## src/rtl/instruction_fetch_pkg.sv

```systemverilog
// Shared IF-stage definitions: special instruction words and the next-PC source encoding.
package instruction_fetch_pkg;

  localparam logic [31:0] HALT_OP = 32'hFFFF_FFFF;
  localparam logic [31:0] NOP     = 32'h0000_0000;

  typedef enum logic [1:0] {
    PC_INC    = 2'd0,
    PC_HOLD   = 2'd1,
    PC_JUMP   = 2'd2,
    PC_BRANCH = 2'd3
  } pc_sel_e;

  // Every source except a hold moves the PC and counts as a fetch.
  function automatic logic pc_advances(input pc_sel_e sel);
    return sel != PC_HOLD;
  endfunction

endpackage

```

## src/rtl/instruction_memory.sv

```systemverilog
// Combinational-read instruction ROM; word k of INIT_IMAGE occupies bits [k*B +: B].
module instruction_memory
  import instruction_fetch_pkg::*;
#(
  parameter int B = 32,
  parameter int W = 7,
  parameter logic [(2**W)*B-1:0] INIT_IMAGE = {(2**W){NOP[B-1:0]}}
) (
  input  logic [W-1:0] addr,
  output logic [B-1:0] data
);

  logic [B-1:0] w_rom [2**W];

  always_comb begin
    for (int k = 0; k < 2**W; k++) begin
      w_rom[k] = INIT_IMAGE[k*B +: B];
    end
  end

  assign data = w_rom[addr];

endmodule

```

## src/rtl/instruction_fetch.sv

```systemverilog
// IF stage: PC register, prioritised next-PC mux, sticky HALT flag and saturating fetch counter.
module instruction_fetch
  import instruction_fetch_pkg::*;
#(
  parameter int B  = 32,
  parameter int W  = 7,
  parameter int CW = 16,
  parameter logic [(2**W)*B-1:0] INIT_IMAGE = {(2**W){NOP[B-1:0]}}
) (
  input  logic          clk,
  input  logic          reset,
  input  logic          stall,
  input  logic          jump,
  input  logic [B-1:0]  jump_target,
  input  logic          branch_taken,
  input  logic [B-1:0]  branch_target,
  output logic [W-1:0]  pc,
  output logic [B-1:0]  pc_incrementado,
  output logic [B-1:0]  instruction,
  output logic          halted,
  output logic [CW-1:0] fetch_count
);

  logic [W-1:0]  r_pc;
  logic          r_halted;
  logic [CW-1:0] r_fetch_count;

  logic [W-1:0]  w_pc_next;
  logic [W-1:0]  w_pc_plus1;
  logic [B-1:0]  w_instr;
  logic          w_is_halt;
  logic          w_halted_next;
  pc_sel_e       w_sel;
  logic          w_unused_hi;

  instruction_memory #(
    .B          (B),
    .W          (W),
    .INIT_IMAGE (INIT_IMAGE)
  ) u_imem (
    .addr (r_pc),
    .data (w_instr)
  );

  assign w_pc_plus1  = r_pc + W'(1);
  assign w_is_halt   = (w_instr == HALT_OP[B-1:0]);
  // Targets are full datapath words; only the low W bits address the ROM.
  assign w_unused_hi = ^{jump_target[B-1:W], branch_target[B-1:W]};

  // Branch resolves in MEM, so it belongs to an older instruction than the jump in ID.
  always_comb begin
    w_sel = PC_INC;
    if (branch_taken)                     w_sel = PC_BRANCH;
    else if (jump)                        w_sel = PC_JUMP;
    else if (r_halted || w_is_halt || stall) w_sel = PC_HOLD;
  end

  always_comb begin
    w_pc_next = r_pc;
    case (w_sel)
      PC_BRANCH: w_pc_next = branch_target[W-1:0];
      PC_JUMP:   w_pc_next = jump_target[W-1:0];
      PC_INC:    w_pc_next = w_pc_plus1;
      default:   w_pc_next = r_pc;
    endcase
  end

  // A redirect means any HALT seen so far was on the wrong path.
  always_comb begin
    w_halted_next = r_halted;
    if (branch_taken || jump)    w_halted_next = 1'b0;
    else if (w_is_halt && !stall) w_halted_next = 1'b1;
  end

  always_ff @(posedge clk or posedge reset) begin
    if (reset) begin
      r_pc          <= '0;
      r_halted      <= 1'b0;
      r_fetch_count <= '0;
    end else begin
      r_pc     <= w_pc_next;
      r_halted <= w_halted_next;
      if (pc_advances(w_sel) && (r_fetch_count != '1)) begin
        r_fetch_count <= r_fetch_count + CW'(1);
      end
    end
  end

  assign pc              = r_pc;
  assign pc_incrementado = {{(B-W){1'b0}}, w_pc_plus1};
  assign instruction     = w_instr;
  assign halted          = r_halted;
  assign fetch_count     = r_fetch_count;

endmodule

```

## config.mk

```make
export PLATFORM = sky130hd
export DESIGN_NAME = instruction_fetch
export DESIGN_NICKNAME = d
export VERILOG_FILES = /design/src/rtl/instruction_fetch_pkg.sv /design/src/rtl/instruction_memory.sv /design/src/rtl/instruction_fetch.sv
export SDC_FILE = /design/constraint.sdc
export NUM_CORES = 1
export LEC_CHECK = 0
export BUFFER_PORTS_ARGS = -buffer_cell sky130_fd_sc_hd__buf_2
export CAP_MARGIN = 25
export CORE_ASPECT_RATIO = 0.7
export CORE_MARGIN = 10
export CORE_UTILIZATION = 35
export CTS_CLUSTER_SIZE = 14
export DETAILED_ROUTE_END_ITERATION = 8
export PLACE_DENSITY = 0.78
export SYNTH_ARGS = -nofsm -noshare
export SYNTH_HDL_FRONTEND = slang
export SYNTH_SLANG_ARGS = --single-unit
```

## constraint.sdc

```tcl
create_clock -name clk -period 1.75 [get_ports clk]
set_clock_uncertainty 0.2 [all_clocks]
set_input_delay 0.2625 -clock clk [delete_from_list [all_inputs] [get_ports clk]]
set_output_delay 0.2625 -clock clk [all_outputs]
set_load 0.03 [all_outputs]
```

==> metrics.cfg, run 1 <==
[place]
dp_slack_ns = -0.04970
port_buffers = 49
placed_cells = 347
dp_hpwl_um = 4389
gp_congestion = 0.8434

[floorplanning]
core_mm2 = 0.004887
dieArea_mm2 = 0.008482
dieWidth_um = 105.9
initial_core_util_pct = 36.97
fp.dieH_um = 80.11
num_rows = 21
ios = 157

[global_route]
antenna_found_initial = 0
grt_max_degree = 25
grt_remaining_overflow = 0
grt_pass1_wl_um = 8493
grt_usage_pct = 12.09
grt_pass1_vias = 1700

[logic_synthesis]
seq_area_frac_synth_pct = 33.24
synthCells = 197
synth_top_family_by_area = buffers and inverters
synthAdderAreaFrac_pct = 1.385
ys_types = 38
yosys.area_share.simple_pct = 14.34
synth_compound_area_share_pct = 13.16
synth_ff_type = dfrtp_1
yosysWarnings = 0
synthMuxAreaShare_pct = 3.532
netlist_area_mm2 = 0.001807
yosys_register_bits = 24
syn_area_per_cell_um2 = 9.171
synth_xor_area_share_pct = 8.726
ys_async_sr_fraction_pct = 100.0
synth_edf_count = 0

[clock_network]
cts_tree = done
h-tree-depth = 1
cts_buffers = 3
clk_pin_slew_ns = 0.09
cts_root_buf = clkbuf_8
cts_sinks = 24
clk_latency_ns = 0.27
clock_path_buffers = 2

[power_and_ir_drop]
power-per-cell-area_mw_per_mm2 = 1044
power.leakage_nw = 1.181
fin_total_pwr_mw = 2.578
ir_drop_mv = 0.8705

[critical_path]
reg2reg_depth = 4
endpoint_kind = output pin
reg2reg_from = halted
crit_arrival_ns = 1.36
r2r_setup_slack_ns = -0.02
cp_max_fo = 3
critPathRequiredTime_ns = 1.29
crit_type = register to output pin
r2r-end = fetch_count[15]
startpoint_type = register

[timing]
fin_crit_ns = 1.825
setup_viol = 5
rsz0062_at_grt = true
fin_ws_ns = -0.07474
max_freq_mhz = 548.0
fin_crit_sh_pct = 104.3
slew_viol_final = 0
hold_viol_final = 0

[drt]
dr_total_vias = 1573
viasPerCell = 4.431
wl_per_cell_um = 15.10
drt_first_pass_iters = 4
drc = 0
routed_wl_um = 5360
drtIter0Drc = 84
ant_nets = 0

[min_path]
worstHoldStart = branch_target[1]
min_path_cells = 2
hold_class = primary input to register
whs_endpoint = pc[1]

[outcome]
violations = negative setup slack
status = finished with violations

[flow_run]
maxCapViolCount = 0

[finish]
drive_gt1_share_pct = 45.45
fin_nets = 358
syn_to_final_growth_pct = 36.63
final_cells = 355
fillers = 480
n_antenna_cell = 0

==> report_power, final <==
group	switching (mW)	internal [mW]
registers	0.145	0.681
logic	0.865	0.496
clock network	0.189	0.201
total	1.20	1.38
==> worst max-delay path, cell delays in order, from the launching register on <==
cell     delay [ns]
dfrtp_2        0.39
ha_4           0.17
nand3_4        0.09
nor2_4         0.14
xor2_4         0.15
buf_6          0.14
==> timing repair <==
action | in CTS | in global routing
hold buffers | 1 | 0
pin swaps | 3 | 2
hold endpoints to repair | 24 | 0
buffers inserted | 1 | 2
gates resized for setup | 17 | 18
setup endpoints to repair | 7 | 18
==> per-stage QoR <==
step           setup TNS [ns]  instance area (µm²)  hold WS (ns)  util (%)
6_report              -0.2459                 2469       0.01452     50.51
2_1_floorplan         -0.5271                 2088       0.07656         -
5_1_grt               -0.6700                 2469      0.007193     50.51
3_3_place_gp         -0.03393                 2241        0.1273     45.85
3_5_place_dp         -0.05440                 2241        0.1296     45.85
4_1_cts               -0.2916                 2384       0.01340     48.77
==> cell families after synthesis <==
group / count (synthesis)
adders and majority gates: 2
buffers and inverters: 63
muxes: 6
AOI/OAI and AO/OA: 32
and+or+nand+nor: 51
other: 1
DFF: 24
xor gates and xnor gates: 18
==> worst max-delay path by stage <==
| stage | startpoint | to | slack, ns | depth (start not counted) |
|---|---|---|---|---|
| 5_1_grt | pc[0] | pc_incrementado[6] | -0.13 | 5 |
| 3_5_place_dp | stall | fetch_count[15] | -0.05 | 5 |
| 2_1_floorplan | halted | fetch_count[15] | -0.15 | 5 |
| 4_1_cts | pc[0] | pc_incrementado[6] | -0.09 | 5 |
| 6_report | pc[0] | pc_incrementado[6] | -0.07 | 5 |
| 3_3_place_gp | stall | fetch_count[15] | -0.03 | 5 |
==> Yosys cell counts, drive strengths merged, types with 4 or more instances <==
library cell / instances / area, µm²
buf: 59 / 444.2
dfrtp: 24 / 600.6
xnor2: 13 / 113.9
nand2: 12 / 45.04
nor2: 12 / 47.55
nand3: 10 / 55.05
a21oi: 7 / 35.03
a31oi: 6 / 37.54
nand4: 6 / 37.54
o21ai: 5 / 25.02
xor2: 5 / 43.79
o22ai: 4 / 25.02
==> area by class of cell <==
class,instances,area (µm²),area share (%)
Multi-Input combinational cell,166,1132,45.87
Sequential cell,24,611.8,24.78
Timing Repair Buffer,89,571.8,23.16
Tap cell,69,86.33,3.497
Clock buffer,4,55.05,2.230
Inverter,3,11.26,0.4562
==> layout by cell type, fill, tap and decap left out, types with 2 or more instances in the layout <==
cell type / n
nand3_2: 2
o22ai_1: 4
and3_1: 3
a21oi_1: 7
dfrtp_1: 15
clkbuf_8: 4
nand4_1: 6
nor2_2: 3
nor2_1: 6
ha_4: 2
buf_6: 3
o21ai_0: 4
conb_1: 57
mux2_1: 2
nor3_2: 2
nor2_4: 3
o311ai_0: 2
nand3_1: 6
xor2_1: 3
dfrtp_2: 9
nand2_1: 11
a31oi_1: 5
xnor2_2: 2
buf_4: 41
inv_1: 3
buf_2: 44
mux2i_1: 3
nand3_4: 2
xnor2_1: 11
a41oi_1: 2
==> routing by layer <==
metal	vias up	GRT usage [%]	part of all wire [%]
met5	-	0	0
li1	755	-	-
met2	53	21.18	52
met1	759	13.95	40
met4	0	2.561	1.1
met3	6	4.386	7.1
==> flip-flops by register name, indices dropped and copies added (netlist names) <==
signal / flops
fetch_count: 16
halted: 1
pc: 7
Power figures use the tool's default switching activity.
==> run 2: changes to the inputs <==
--- a/config.mk
+++ b/config.mk
@@ -12,6 +12,7 @@
 export CORE_UTILIZATION = 35
 export CTS_CLUSTER_SIZE = 14
 export DETAILED_ROUTE_END_ITERATION = 8
+export HOLD_SLACK_MARGIN = 0.03
 export PLACE_DENSITY = 0.78
 export SYNTH_ARGS = -nofsm -noshare
 export SYNTH_HDL_FRONTEND = slang
==> metrics.cfg, run 2 (synthesis results as in run 1) <==
[finish]
drive_gt1_share_pct = 44.98  ; -0.47 points
largest_register_ffs = 16  ; unchanged
n_antenna_cell = 0  ; unchanged
fin_nets = 361  ; +0.84%
layout_common_cells = conb_1 (57), buf_2 (44), buf_4 (41)
syn_to_final_growth_pct = 38.30
final_common_cell = conb_1

[power_and_ir_drop]
power-per-cell-area_mw_per_mm2 = 1034  ; -0.99%
switching_share_pct = 46.48  ; about the same
p_clk_share_pct = 15.1  ; about the same
seq_power_share_pct = 32.0  ; about the same
pwr-share-comb_pct = 53.0  ; +0.2 points
power.switching_mw = 1.201  ; +0.11%
ir_drop_mv = 0.8693  ; -0.14%
fin_total_pwr_mw = 2.583  ; +0.21%
p_int_mw = 1.382  ; +0.29%
power.leakage_nw = 1.193  ; +1.1%

[critical_path]
cp_max_fo = 3  ; unchanged
max_stage_delay_ns = 0.40  ; about the same
crit_arrival_ns = 1.36  ; about the same
reg2reg_from = halted
crit_type = register to output pin
critPathRequiredTime_ns = 1.29  ; about the same
cpMaxStageDelayCell = dfrtp_2
r2r-end = fetch_count[15]
endpoint_kind = output pin
r2r_setup_slack_ns = -0.02  ; about the same
startpoint_type = register
reg2reg_depth = 4  ; unchanged
worstPathCellList = ha_4 > nand3_4 > nor2_4 > xor2_4 > buf_6

[floorplanning]
ios = 157  ; unchanged
core_mm2 = 0.004887  ; unchanged
num_rows = 21  ; unchanged
dieArea_mm2 = 0.008482  ; unchanged
initial_core_util_pct = 36.97  ; unchanged
fp.dieH_um = 80.11  ; unchanged
dieWidth_um = 105.9  ; unchanged

[drt]
wl_per_cell_um = 15.05  ; -0.30%
viasPerCell = 4.391  ; -0.90%
drtIter0Drc = 99  ; +18%
dr_total_vias = 1572  ; -0.064%
routed_wl_um = 5389  ; +0.54%
drt_first_pass_iters = 4  ; unchanged
ant_nets = 0  ; unchanged
drc = 0  ; unchanged

[global_route]
grt_remaining_overflow = 0  ; unchanged
grt_max_degree = 25  ; unchanged
grt_usage_pct = 12.12  ; +0.034 points
grt_pass1_wl_um = 8528  ; +0.41%
grt_pass1_vias = 1708  ; +0.47%
antenna_found_initial = 0  ; unchanged

[timing]
fin_crit_sh_pct = 104.3  ; about the same
slew_viol_final = 0  ; unchanged
setup_viol = 5  ; unchanged
max_freq_mhz = 547.8  ; about the same
whs_ns = 0.06937  ; +0.05485 ns
hold_viol_final = 0  ; unchanged
rsz0062_at_grt = true
fin_ws_ns = -0.07549  ; -0.0007480 ns
fin_crit_ns = 1.825  ; +0.0007480 ns

[place]
port_buffers = 49  ; unchanged
dp_slack_ns = -0.04970  ; unchanged
dp_hpwl_um = 4389  ; unchanged
gp_congestion = 0.8434  ; unchanged

[clock_network]
cts_sinks = 24  ; unchanged
cts_buffers = 3  ; unchanged
clk_pin_slew_ns = 0.09  ; about the same
cts_tree = done
clock_path_buffers = 2  ; unchanged
h-tree-depth = 1  ; unchanged
clk_latency_ns = 0.27  ; about the same
cts_root_buf = clkbuf_8

[outcome]
status = finished with violations
violations = negative setup slack

[min_path]
whs_endpoint = pc[6]
hold_class = primary input to register
min_path_cells = 3  ; +1
worstHoldStart = jump_target[6]

[flow_run]
maxCapViolCount = 0  ; unchanged

[run 2: cell types whose count changed in the layout (fill, tap and decap cells not counted), sizes merged]
cell         delta
dlygate4sd3     +3
[run 2: how the worst max path moves through the flow]
stage                     slack [ns]            endpoint  depth (start not counted)    from
after floorplan                -0.15     fetch_count[15]                          5  halted
after global placement         -0.03     fetch_count[15]                          5   stall
after detailed placement       -0.05     fetch_count[15]                          5   stall
after CTS                      -0.09  pc_incrementado[6]                          5   pc[0]
after global routing           -0.13  pc_incrementado[6]                          5   pc[0]
final                          -0.08  pc_incrementado[6]                          5   pc[0]
[run 2: power groups by stage]
stage	clock, mW	sequential [mW]	combinational [mW]
5_1_grt	0.418	0.847	1.48
3_3_place_gp	0	0.809	1.26
3_5_place_dp	0	0.813	1.30
4_1_cts	0.401	0.811	1.34
2_1_floorplan	0	1.08	0.641
6_report	0.389	0.826	1.37
[run 2: final cells by class]
cell class | count | area, µm²
Clock buffer | 4 | 55.05
Fill cell | 468 | 2389
Inverter | 3 | 11.26
Multi-Input combinational cell | 166 | 1132
Sequential cell | 24 | 611.8
Tap cell | 69 | 86.33
Timing Repair Buffer | 92 | 601.8
[run 2: routing by layer]
| layer | global-route usage [%] | part of all wire, % | routed length (µm) | up-vias |
|---|---|---|---|---|
| met5 | 0 | 0 | 0 | - |
| met4 | 2.426 | 0.85 | 46 | 0 |
| met3 | 4.386 | 8.1 | 434 | 6 |
| met2 | 21.12 | 52 | 2809 | 57 |
| met1 | 14.13 | 39 | 2098 | 748 |
| li1 | - | - | - | 761 |
[run 2: timing repair]
item                       4_1_cts  5_1_grt
hold endpoints to repair        27        0
setup endpoints to repair        7       18
pin swaps                        3        2
gates resized for setup         17       18
hold buffers                     4        0
setup buffers                    1        2
[run 2: critical path: cells and delay by family, from the launching register on]
kind / cells / cell delay (ns)
DFF: 1 / 0.40
buffers and inverters: 1 / 0.14
xor gates and xnor gates: 1 / 0.15
and+or+nand+nor: 2 / 0.23
adders and majority gates: 1 / 0.17
[run 2: through the flow]
| step | instances | area [µm²] | utilization [%] | TNS [ns] |
|---|---|---|---|---|
| global route | 358 | 2499 | 51.13 | -0.6699 |
| detailed placement | 347 | 2241 | 45.85 | -0.05440 |
| global placement | 347 | 2241 | 45.85 | -0.03393 |
| floorplan | 253 | 2088 | - | -0.5271 |
| finish | 358 | 2499 | 51.13 | -0.2470 |
| CTS | 356 | 2414 | 49.39 | -0.2916 |
==> run 3: changes to the inputs <==
--- a/config.mk
+++ b/config.mk
@@ -5,15 +5,16 @@
 export SDC_FILE = /design/constraint.sdc
 export NUM_CORES = 1
 export LEC_CHECK = 0
+export ABC_AREA = 1
 export BUFFER_PORTS_ARGS = -buffer_cell sky130_fd_sc_hd__buf_2
 export CAP_MARGIN = 25
 export CORE_ASPECT_RATIO = 0.7
 export CORE_MARGIN = 10
-export CORE_UTILIZATION = 35
+export CORE_UTILIZATION = 36
 export CTS_CLUSTER_SIZE = 14
 export DETAILED_ROUTE_END_ITERATION = 8
 export HOLD_SLACK_MARGIN = 0.03
-export PLACE_DENSITY = 0.78
+export PLACE_DENSITY = 0.77
 export SYNTH_ARGS = -nofsm -noshare
 export SYNTH_HDL_FRONTEND = slang
 export SYNTH_SLANG_ARGS = --single-unit
==> metrics.cfg, run 3 <==
[outcome]
status = finished with violations
violations = negative setup slack

[place]
gp_congestion = 0.8367  ; -0.79%
port_buffers = 49  ; unchanged
dp_hpwl_um = 4356  ; -0.76%
placed_cells = 417  ; +20%
dp_slack_ns = 0.09372  ; +0.1434 ns

[logic_synthesis]
synthTopCellsByCount = nand2_1 (92), buf_4 (57), nor2_1 (34), dfrtp_1 (24), inv_1 (17)
yosysWarnings = 0  ; unchanged
synth_ff_type = dfrtp_1
synth_edf_count = 0  ; unchanged
yosysTopAreaCellShare_pct = 30.06  ; -3.2 points
ys_async_sr_fraction_pct = 100.0  ; unchanged
ys_types = 26  ; -32%
yosys-top-cells-area = dfrtp_1 (30%), buf_4 (21%), nand2_1 (17%)
yosys_register_bits = 24  ; unchanged
netlist_area_mm2 = 0.001998  ; +11%
synthCells = 290  ; +47%
synth.largest_area_cell = dfrtp_1
seq_area_frac_synth_pct = 30.06  ; -3.2 points
synth_most_common_cell = nand2_1
syn_area_per_cell_um2 = 6.890  ; -25%

[critical_path]
endpoint_kind = output pin
crit_type = register to output pin
reg2reg_from = fetch_count[0]
r2r-end = fetch_count[9]
startpoint_type = register
critPathRequiredTime_ns = 1.29  ; about the same
startpoint = pc[0]
crit_end = pc_incrementado[4]
r2r_setup_slack_ns = 0.09  ; +0.11 ns
crit_arrival_ns = 1.34  ; -0.02 ns
cp_max_fo = 3  ; unchanged
reg2reg_depth = 9  ; +5

[drt]
drc = 0  ; unchanged
drt_first_pass_iters = 4  ; unchanged
drtIter0Drc = 79  ; -20%
dr_total_vias = 1782  ; +13%
routed_wl_um = 5200  ; -3.5%
ant_nets = 0  ; unchanged
wl_per_cell_um = 12.18  ; -19%
viasPerCell = 4.173  ; -5.0%

[min_path]
hold_class = primary input to register

[clock_network]
clk_pin_slew_ns = 0.08  ; about the same
clk_latency_ns = 0.27  ; about the same
clock_path_buffers = 2  ; unchanged
cts_sinks = 24  ; unchanged
cts_buffers = 3  ; unchanged
h-tree-depth = 1  ; unchanged
cts_tree = done
cts_root_buf = clkbuf_8

[timing]
slew_viol_final = 0  ; unchanged
fin_crit_sh_pct = 102.8  ; -1.5 points
rsz0062_at_grt = true
hold_viol_final = 0  ; unchanged
setup_viol = 2  ; -3
fin_ws_ns = -0.04943  ; +0.02606 ns
whs_ns = 0.07159  ; +0.002226 ns
fin_crit_ns = 1.799  ; -0.02606 ns
max_freq_mhz = 555.7  ; +1.4%

[floorplanning]
num_rows = 22  ; +4.8%
dieWidth_um = 109.0  ; +3.0%
initial_core_util_pct = 37.61  ; +0.64 points
fp.dieH_um = 82.33  ; +2.8%
ios = 157  ; unchanged
dieArea_mm2 = 0.008978  ; +5.8%
core_mm2 = 0.005313  ; +8.7%

[power_and_ir_drop]
ir_drop_mv = 0.3114  ; -64%
power.leakage_nw = 1.241  ; +4.0%
power-per-cell-area_mw_per_mm2 = 953.5  ; -7.8%

[finish]
final_cells = 427  ; +19%
fin_nets = 427  ; +18%
n_antenna_cell = 0  ; unchanged
drive_gt1_share_pct = 25.35  ; -20 points
layout_common_cells = nand2_1 (91), conb_1 (57), buf_2 (46)
largest_register_ffs = 16  ; unchanged
final_common_cell = nand2_1
syn_to_final_growth_pct = 17.09
post-route-util_pct = 44.04  ; -7.1 points

[global_route]
antenna_found_initial = 0  ; unchanged
grt_usage_pct = 11.00  ; -1.1 points
grt_pass1_wl_um = 8079  ; -5.3%
grt_pass1_vias = 1618  ; -5.3%
grt_max_degree = 18  ; -28%
grt_remaining_overflow = 0  ; unchanged

[flow_run]
maxCapViolCount = 0  ; unchanged

==> run 3: changes by cell type after synthesis, moves of 4 or more <==
cell	previous run	this run
a21oi_1	7	1
o22ai_1	4	0
o21ai_0	5	13
inv_1	3	17
a31oi_1	6	0
nor2_1	11	34
xnor2_1	13	6
nand2_1	12	92
==> run 3: worst max-delay path, stage by stage (launching register included) <==
cell,delay (ns)
dfrtp_2,0.44
ha_4,0.18
nand3_4,0.09
xor2_1,0.15
inv_1,0.07
buf_6,0.14
==> run 3: kinds of logic after synthesis <==
logic type	synth area share [%]
and+or+nand+nor	33.37
AOI/OAI and AO/OA	4.446
buffers and inverters	26.74
other	0.1877
xor gates and xnor gates	3.945
DFF	30.06
adders and majority gates	1.252
==> run 3: final cells by class <==
class,instances,area [µm²]
well taps,72,90.09
repair buffers,65,382.9
fillers,556,2973
inverters,21,81.33
clock inverters,1,30.03
flip-flops and latches,24,606.8
multi-input cells,241,1107
clock buffers,3,41.29
==> run 3: metal layers <==
metal	track usage [%]	up-vias	share of wire (%)
met5	0	-	0
met3	3.712	2	6.8
met2	19.24	43	50
met4	1.706	0	0.37
li1	-	923	-
met1	13.14	814	43
==> run 3: repair_timing <==
action,CTS,global route
cloned,0,1
setup endpoints to repair,5,11
setup buffers,3,1
hold buffers,1,0
hold endpoints to repair,8,0
resized for setup,13,3
pin swaps,1,0
==> run 3: worst min path at each step <==
| stage | end | cells past startpoint | slack [ns] | start |
|---|---|---|---|---|
| after CTS | halted | 4 | 0.07 | jump |
| after global placement | fetch_count[4] | 2 | 0.07 | reset |
| after global routing | pc[0] | 3 | 0.09 | jump_target[0] |
| after detailed placement | fetch_count[9] | 2 | 0.07 | reset |
| final | halted | 4 | 0.07 | jump |
| after floorplan | fetch_count[10] | 1 | 0.08 | reset |
==> run 3: through the flow <==
step / power, mW / instance area, µm² / setup TNS, ns
after global placement: 1.674 / 2171 / 0
after detailed placement: 1.688 / 2171 / 0
after floorplan: 1.536 / 2216 / 0
after CTS: 2.240 / 2321 / -0.06729
after global routing: 2.382 / 2340 / -0.3895
final: 2.231 / 2340 / -0.05655
==> run 3: report_power, final <==
group | internal [mW] | total, mW | switching [mW] | leakage [nW]
Clock | 0.306 | 0.490 | 0.184 | 0.0357
Sequential | 0.645 | 0.761 | 0.116 | 0.303
Combinational | 0.300 | 0.980 | 0.680 | 0.903
Total | 1.25 | 2.23 | 0.981 | 1.24
